--- src/rtl/rx_381bit.sv ---
`default_nettype none
// ============================================================================
// Module      : rx_381bit
// Description : UART 8N1 receiver that assembles NUM_BYTES bytes, LSB byte
//               first, into a 381-bit operand and flags completion.
// Revision    : 1.0 - initial release
// ============================================================================
module rx_381bit #(
    parameter int CLKS_PER_BIT = 868,
    parameter int NUM_BYTES    = 48
) (
    input  logic         clk,
    input  logic         reset,
    input  logic         enable,
    input  logic         RxD,
    output logic [380:0] RxData,
    output logic         done,
    output logic         frame_err
);

    localparam int          c_OP_W     = NUM_BYTES * 8;
    localparam logic [15:0] c_HALF_M1  = 16'(CLKS_PER_BIT / 2 - 1);
    localparam logic [15:0] c_FULL_M1  = 16'(CLKS_PER_BIT - 1);
    localparam logic [5:0]  c_LAST_IDX = 6'(NUM_BYTES - 1);

    localparam logic [2:0] c_S_IDLE  = 3'd0;
    localparam logic [2:0] c_S_START = 3'd1;
    localparam logic [2:0] c_S_DATA  = 3'd2;
    localparam logic [2:0] c_S_STOP  = 3'd3;
    localparam logic [2:0] c_S_FULL  = 3'd4;

    logic [2:0]        r_state;
    logic [2:0]        w_next;
    logic [1:0]        r_sync;
    logic [15:0]       r_clk_cnt;
    logic [2:0]        r_bit_cnt;
    logic [7:0]        r_byte;
    logic [5:0]        r_idx;
    logic [c_OP_W-1:0] r_data;
    logic              r_done;
    logic              r_ferr;

    logic w_rx;
    logic w_half_hit;
    logic w_bit_hit;
    logic w_start_go;
    logic w_shift;
    logic w_accept;
    logic w_ferr_set;
    logic w_cnt_run;

    assign w_rx       = r_sync[1];
    assign w_half_hit = (r_clk_cnt == c_HALF_M1);
    assign w_bit_hit  = (r_clk_cnt == c_FULL_M1);

    // State register
    always_ff @(posedge clk) begin
        if (reset) begin
            r_state <= c_S_IDLE;
        end else begin
            r_state <= w_next;
        end
    end

    // Next-state logic; dropping enable aborts any frame in flight
    always_comb begin
        w_next = r_state;
        case (r_state)
            c_S_IDLE: begin
                if (enable && !r_done && !w_rx) w_next = c_S_START;
            end
            c_S_START: begin
                if (!enable)         w_next = c_S_IDLE;
                else if (w_half_hit) w_next = w_rx ? c_S_IDLE : c_S_DATA;
            end
            c_S_DATA: begin
                if (!enable)                           w_next = c_S_IDLE;
                else if (w_bit_hit && r_bit_cnt == 3'd7) w_next = c_S_STOP;
            end
            c_S_STOP: begin
                if (!enable)        w_next = c_S_IDLE;
                else if (w_bit_hit) w_next = (w_rx && r_idx == c_LAST_IDX) ? c_S_FULL : c_S_IDLE;
            end
            c_S_FULL: begin
                if (!enable) w_next = c_S_IDLE;
            end
            default: w_next = c_S_IDLE;
        endcase
    end

    // Output/strobe logic driving the datapath
    always_comb begin
        w_start_go = 1'b0;
        w_shift    = 1'b0;
        w_accept   = 1'b0;
        w_ferr_set = 1'b0;
        w_cnt_run  = 1'b0;
        case (r_state)
            c_S_IDLE: begin
                w_start_go = enable && !r_done && !w_rx;
            end
            c_S_START: begin
                w_cnt_run = enable && !w_half_hit;
            end
            c_S_DATA: begin
                w_shift   = enable && w_bit_hit;
                w_cnt_run = enable && !w_bit_hit;
            end
            c_S_STOP: begin
                w_accept   = enable && w_bit_hit && w_rx;
                w_ferr_set = enable && w_bit_hit && !w_rx;
                w_cnt_run  = enable && !w_bit_hit;
            end
            default: ;
        endcase
    end

    // Datapath: synchronizer, bit timing, byte shifter and operand store
    always_ff @(posedge clk) begin
        if (reset) begin
            r_sync    <= 2'b11;
            r_clk_cnt <= '0;
            r_bit_cnt <= '0;
            r_byte    <= '0;
            r_idx     <= '0;
            r_data    <= '0;
            r_done    <= 1'b0;
            r_ferr    <= 1'b0;
        end else begin
            r_sync    <= {r_sync[0], RxD};
            r_ferr    <= w_ferr_set;
            r_clk_cnt <= w_cnt_run ? r_clk_cnt + 16'd1 : 16'd0;

            if (w_start_go) begin
                r_bit_cnt <= '0;
            end else if (w_shift) begin
                r_bit_cnt <= r_bit_cnt + 3'd1;
            end

            if (w_shift) begin
                r_byte <= {w_rx, r_byte[7:1]};
            end

            if (!enable) begin
                r_idx <= '0;
            end else if (w_accept) begin
                r_idx <= r_idx + 6'd1;
            end

            // The first byte of an operand wipes whatever the previous one left
            if (w_accept) begin
                if (r_idx == 6'd0) begin
                    r_data <= {{(c_OP_W-8){1'b0}}, r_byte};
                end else begin
                    r_data[{r_idx, 3'b000} +: 8] <= r_byte;
                end
            end

            if (!enable) begin
                r_done <= 1'b0;
            end else if (w_accept && r_idx == c_LAST_IDX) begin
                r_done <= 1'b1;
            end
        end
    end

    generate
        if (c_OP_W >= 381) begin : g_trunc
            logic w_unused_top;
            assign RxData       = r_data[380:0];
            assign w_unused_top = ^r_data[c_OP_W-1:380];
        end else begin : g_pad
            assign RxData = 381'(r_data);
        end
    endgenerate

    assign done      = r_done;
    assign frame_err = r_ferr;

endmodule
`default_nettype wire

--- config.mk ---
export PLATFORM = sky130hd
export DESIGN_NAME = rx_381bit
export DESIGN_NICKNAME = d
export VERILOG_FILES = /design/src/rtl/rx_381bit.sv
export SDC_FILE = /design/constraint.sdc
export NUM_CORES = 1
export LEC_CHECK = 0
export ABC_AREA = 1
export CORE_MARGIN = 2
export CORE_UTILIZATION = 45
export DETAILED_ROUTE_END_ITERATION = 7
export GPL_TIMING_DRIVEN = 0
export PLACE_DENSITY = 0.86
export RECOVER_POWER = 25
export SLEW_MARGIN = 20
export SYNTH_ARGS = -nofsm -noshare
export SYNTH_HDL_FRONTEND = slang
export SYNTH_SLANG_ARGS = --single-unit
--- constraint.sdc ---
create_clock -name clk -period 2.3 [get_ports clk]
set_input_delay 0.345 -clock clk [delete_from_list [all_inputs] [get_ports clk]]
set_output_delay 0.345 -clock clk [all_outputs]
set_load 0.03 [all_outputs]
==> run summary <==
The checks that failed: DRC, setup timing. The clock root buffer is sky130_fd_sc_hd__clkbuf_16. The smallest setup slack after layout is -0.01655 ns.

The cell-internal power is approximately 0.012 W. The initial detailed-routing violation count came out at 2231. The post-synthesis sequential area ratio is roughly 49%.

The most common library cell in the layout ignoring fill and taps is sky130_fd_sc_hd__nand2_1. The die covers 0.03945 mm². The mean instance size in the synthesized netlist is roughly 7.5 µm².

The via count came out at roughly 19000. The number of standard cells after synthesis is approximately 2300. The power per cell area came out at approximately 610 mW/mm². Once placement completed, the tool counted placed cells totaling 3157.

Along the worst hold path, the cell count comes to 2. For this design the total switching power over the nets is about 0.0033 W. The launch instance of the worst register-to-register path is r_idx[0]. Max-cap violations in this run came to 0. The ratio of routed vias to standard cells came out at slightly below 6.

The average wire per cell in the routed design is between 20 and 25 µm. The clock insertion delay at the later pin of the skew report is around 0.56 ns. The Yosys step of the flow raised 0 warnings.

The library cells used most frequently in the layout, excluding fill and tap cells, are sky130_fd_sc_hd__nand2_1 (484), sky130_fd_sc_hd__dfxtp_1 (417), sky130_fd_sc_hd__nand3_1 (382). STA classifies the critical path endpoint as a flop. The hold violation count in the final report is 0. Once detailed placement completed, the half-perimeter wirelength came to ~54000 µm. The via count of the first global-routing pass is between 15000 and 20000. The biggest fanout along the worst timing path came out at 10. The number of distinct standard cells referenced by the synthesized netlist came out at 34. Once the floorplan was initialized, standard cells occupied 45.46% of the core. The share of total power dissipated in the clock network is between 40% and 50%. The layout has 3007 filler cells. From left edge to right edge, the die measures around 200 µm. The number of cells in the finished layout apart from fillers is 3302. The share of power burned in registers is roughly half. The net count after synthesis came out at 2272. The floorplan has ~70 rows.

Data arrives at the worst endpoint at ~2.8 ns. Clock-pin slew was measured on the worst setup and hold paths at about 0.060 ns. The area used by multi-input combinational logic is approximately 0.009 mm². TritonCTS built the clock tree. The global-route wire length before repair came out at about 110000 µm. The source of the critical timing path is r_idx[0]. The final setup TNS came out at -0.03649 ns. Setup violations remaining at the end of the flow were counted as 4. The part of the cycle the worst path needs came out at 100.7%.

The number of buffers added on ports came out at around 390. The remaining antenna violation count after routing is 0. The residual DRC count is 1. The highest attainable clock frequency is around 430 MHz. The critical path data required time came out at 2.78 ns. The number of antenna violations at the first check in global routing is 0. The overall fraction of global-route tracks in use is a little over a third. Once layout is done, the placed cells without fillers occupy 0.02499 mm². The flow ran to the end, but the final reports show violations. The startpoint of the worst hold path is RxD. The synthesized design contains roughly 420 register bits.

The post-place instance area is 0.02156 mm². STA classifies the critical path startpoint as a flop. In this run, post-CTS hold repair placed 0 buffers. Routability-driven placement finished with a final weighted congestion of 1.056. The worst setup path is of the flop to flop kind. The proportion of total power due to net switching is 21.84%.

The final-report max-slew violation count is 0. The final global-route overflow total came out at 0. Clock skew on the completed layout was measured at between 0.01 and 0.015 ns.

The first-pass iteration count of the detailed router came out at 8. The cell count of the worst reg-to-reg path came out at 9. Per report_power, the combinational group accounts for 2.8% of the total. For the pin with the worst max-slew slack, the measured transition is around 1.2 ns. The number of clock sinks came out at ~420. In this run the worst hold path is classified as input port to flop. The number of buffers inserted during clock tree synthesis is 43. The leakage power is around 9 nW. Setup repair after global routing could not meet its margin everywhere. The final net count is 2776. The antenna diode instance count came out at 0. The largest voltage drop on the vdd net is roughly 0.00057 V. The maximum root-to-sink buffer count is 3. The total length of routed wires is about 75000 µm. In the final layout, flip-flops and latches occupy 0.008436 mm². The area overhead of the layout relative to synthesis came out at 46.61%.

The netlist area before placement is between 0.015 and 0.02 mm². The post-layout minimum cycle time came out at around 2.3 ns. The die height came out at around 200 µm. The area of the core came out at ~0.037 mm². The worst hold slack came out at a little over 0.4 ns. In the final layout, the share of cells above drive strength 1 is 16.27%.

The remaining max-slew budget at the tightest pin came out at 19.59%. The number of H-tree levels is 2. During I/O placement, the number of pins put on the boundary was 387.

The largest net degree at the start of global routing came out at 15.
## flip-flops by register name, summed over array words and instances, names as in the netlist
name / cells
r_data: 381
done: 1
r_state: 3
r_clk_cnt: 16
frame_err: 1
r_bit_cnt: 3
r_sync: 2
r_idx: 6
r_byte: 8
## Yosys cell counts
library cell | n | area share [%]
sky130_fd_sc_hd__nand2_1 | 510 | 11
sky130_fd_sc_hd__dfxtp_1 | 421 | 49
sky130_fd_sc_hd__a21oi_1 | 405 | 12
sky130_fd_sc_hd__nand3_1 | 405 | 12
sky130_fd_sc_hd__nor2_1 | 131 | 2.9
sky130_fd_sc_hd__clkbuf_1 | 78 | 1.7
sky130_fd_sc_hd__inv_1 | 63 | 1.4
sky130_fd_sc_hd__nor3_1 | 38 | 1.1
sky130_fd_sc_hd__inv_2 | 29 | 0.64
sky130_fd_sc_hd__buf_2 | 26 | 0.76
sky130_fd_sc_hd__o21ai_0 | 26 | 0.76
sky130_fd_sc_hd__nor2_2 | 19 | 0.70
sky130_fd_sc_hd__buf_1 | 17 | 0.37
sky130_fd_sc_hd__nand3_2 | 16 | 0.94
sky130_fd_sc_hd__nor2_4 | 10 | 0.66
sky130_fd_sc_hd__nand4_1 | 9 | 0.33
sky130_fd_sc_hd__ha_1 | 8 | 0.59
sky130_fd_sc_hd__nand2_2 | 7 | 0.26
sky130_fd_sc_hd__nand3_4 | 7 | 0.72
sky130_fd_sc_hd__buf_4 | 6 | 0.26
sky130_fd_sc_hd__nor3_2 | 5 | 0.29
sky130_fd_sc_hd__xor2_1 | 4 | 0.21
sky130_fd_sc_hd__nor4_1 | 3 | 0.11
sky130_fd_sc_hd__or2_2 | 3 | 0.11
sky130_fd_sc_hd__xnor2_1 | 3 | 0.15
sky130_fd_sc_hd__and2_1 | 2 | 0.073
sky130_fd_sc_hd__buf_6 | 2 | 0.13
sky130_fd_sc_hd__a31oi_1 | 1 | 0.037
sky130_fd_sc_hd__and3b_1 | 1 | 0.051
sky130_fd_sc_hd__clkinv_1 | 1 | 0.022
sky130_fd_sc_hd__nand2_4 | 1 | 0.066
sky130_fd_sc_hd__nor3_4 | 1 | 0.095
sky130_fd_sc_hd__o21ai_1 | 1 | 0.029
sky130_fd_sc_hd__o221ai_1 | 1 | 0.051
## final timing paths
check / end / slack [ns]
max: r_data[120] / -0.02
min: r_sync[0] / 0.41
max reg2reg: r_data[120] / -0.02
min reg2reg: r_sync[1] / 0.42
## through the flow
stage | total power [W] | setup WS (ns) | utilization [%]
6_report | 0.01527 | -0.01655 | 66.65
5_1_grt | 0.01556 | -0.1262 | 66.65
4_1_cts | 0.01521 | -0.002645 | 64.54
3_5_place_dp | 0.007903 | -1.200 | 57.51
3_3_place_gp | 0.007906 | -1.149 | 57.51
2_1_floorplan | 0.007770 | 0.01441 | -
## kinds of logic (layout without fill, tap and decap cells)
group / Yosys count / count (layout) / share of synthesized area, %
fa+ha+maj: 8 / 8 / 0.5873
xor+xnor: 7 / 7 / 0.3597
simple gates: 1168 / 1168 / 31.53
compound gates: 434 / 434 / 12.77
flops: 421 / 421 / 49.45
buf+inv: 222 / 753 / 5.300
## cell type report
cell class | instances | area share (%)
Multi-Input combinational cell | 1617 | 35.08
Sequential cell | 421 | 33.76
Timing Repair Buffer | 460 | 18.29
Clock buffer | 62 | 5.122
Buffer | 128 | 2.744
Tap cell | 511 | 2.559
Inverter | 93 | 1.612
Clock inverter | 10 | 0.8412
## worst max-delay path, stage by stage (launching register included)
cell and delay (ns):
sky130_fd_sc_hd__dfxtp_4 0.38, sky130_fd_sc_hd__inv_8 0.05, sky130_fd_sc_hd__buf_8 0.11, sky130_fd_sc_hd__ha_4 0.25
sky130_fd_sc_hd__clkbuf_8 0.18, sky130_fd_sc_hd__nor3_2 0.50, sky130_fd_sc_hd__nand2_1 0.25, sky130_fd_sc_hd__nor2_2 0.29
sky130_fd_sc_hd__nand2_1 0.08, sky130_fd_sc_hd__a21oi_1 0.13
## layer usage
| metal | track usage, % | routed length, µm | vias up |
|---|---|---|---|
| met5 | 0 | 0 | - |
| li1 | - | - | 8634 |
| met1 | 44.31 | 27130 | 9085 |
| met3 | 9.868 | 9471 | 304 |
| met2 | 56.84 | 33350 | 1396 |
| met4 | 22.17 | 5228 | 0 |
## power groups by stage
stage | Sequential, W | Combinational, W | Clock [W]
global placement | 0.00751 | 0.000401 | 0
global route | 0.00734 | 0.000475 | 0.00774
floorplan | 0.00750 | 0.000272 | 0
finish | 0.00734 | 0.000424 | 0.00750
detailed placement | 0.00750 | 0.000399 | 0
CTS | 0.00734 | 0.000402 | 0.00747
## repair_timing
action | CTS | global route
gates resized for setup | 189 | 156
buffers inserted | 43 | 31
endpoints found under the setup margin | 383 | 365
gates cloned | 0 | 0
pin swaps | 37 | 38
Note: power is estimated with default switching activity, not from simulation.
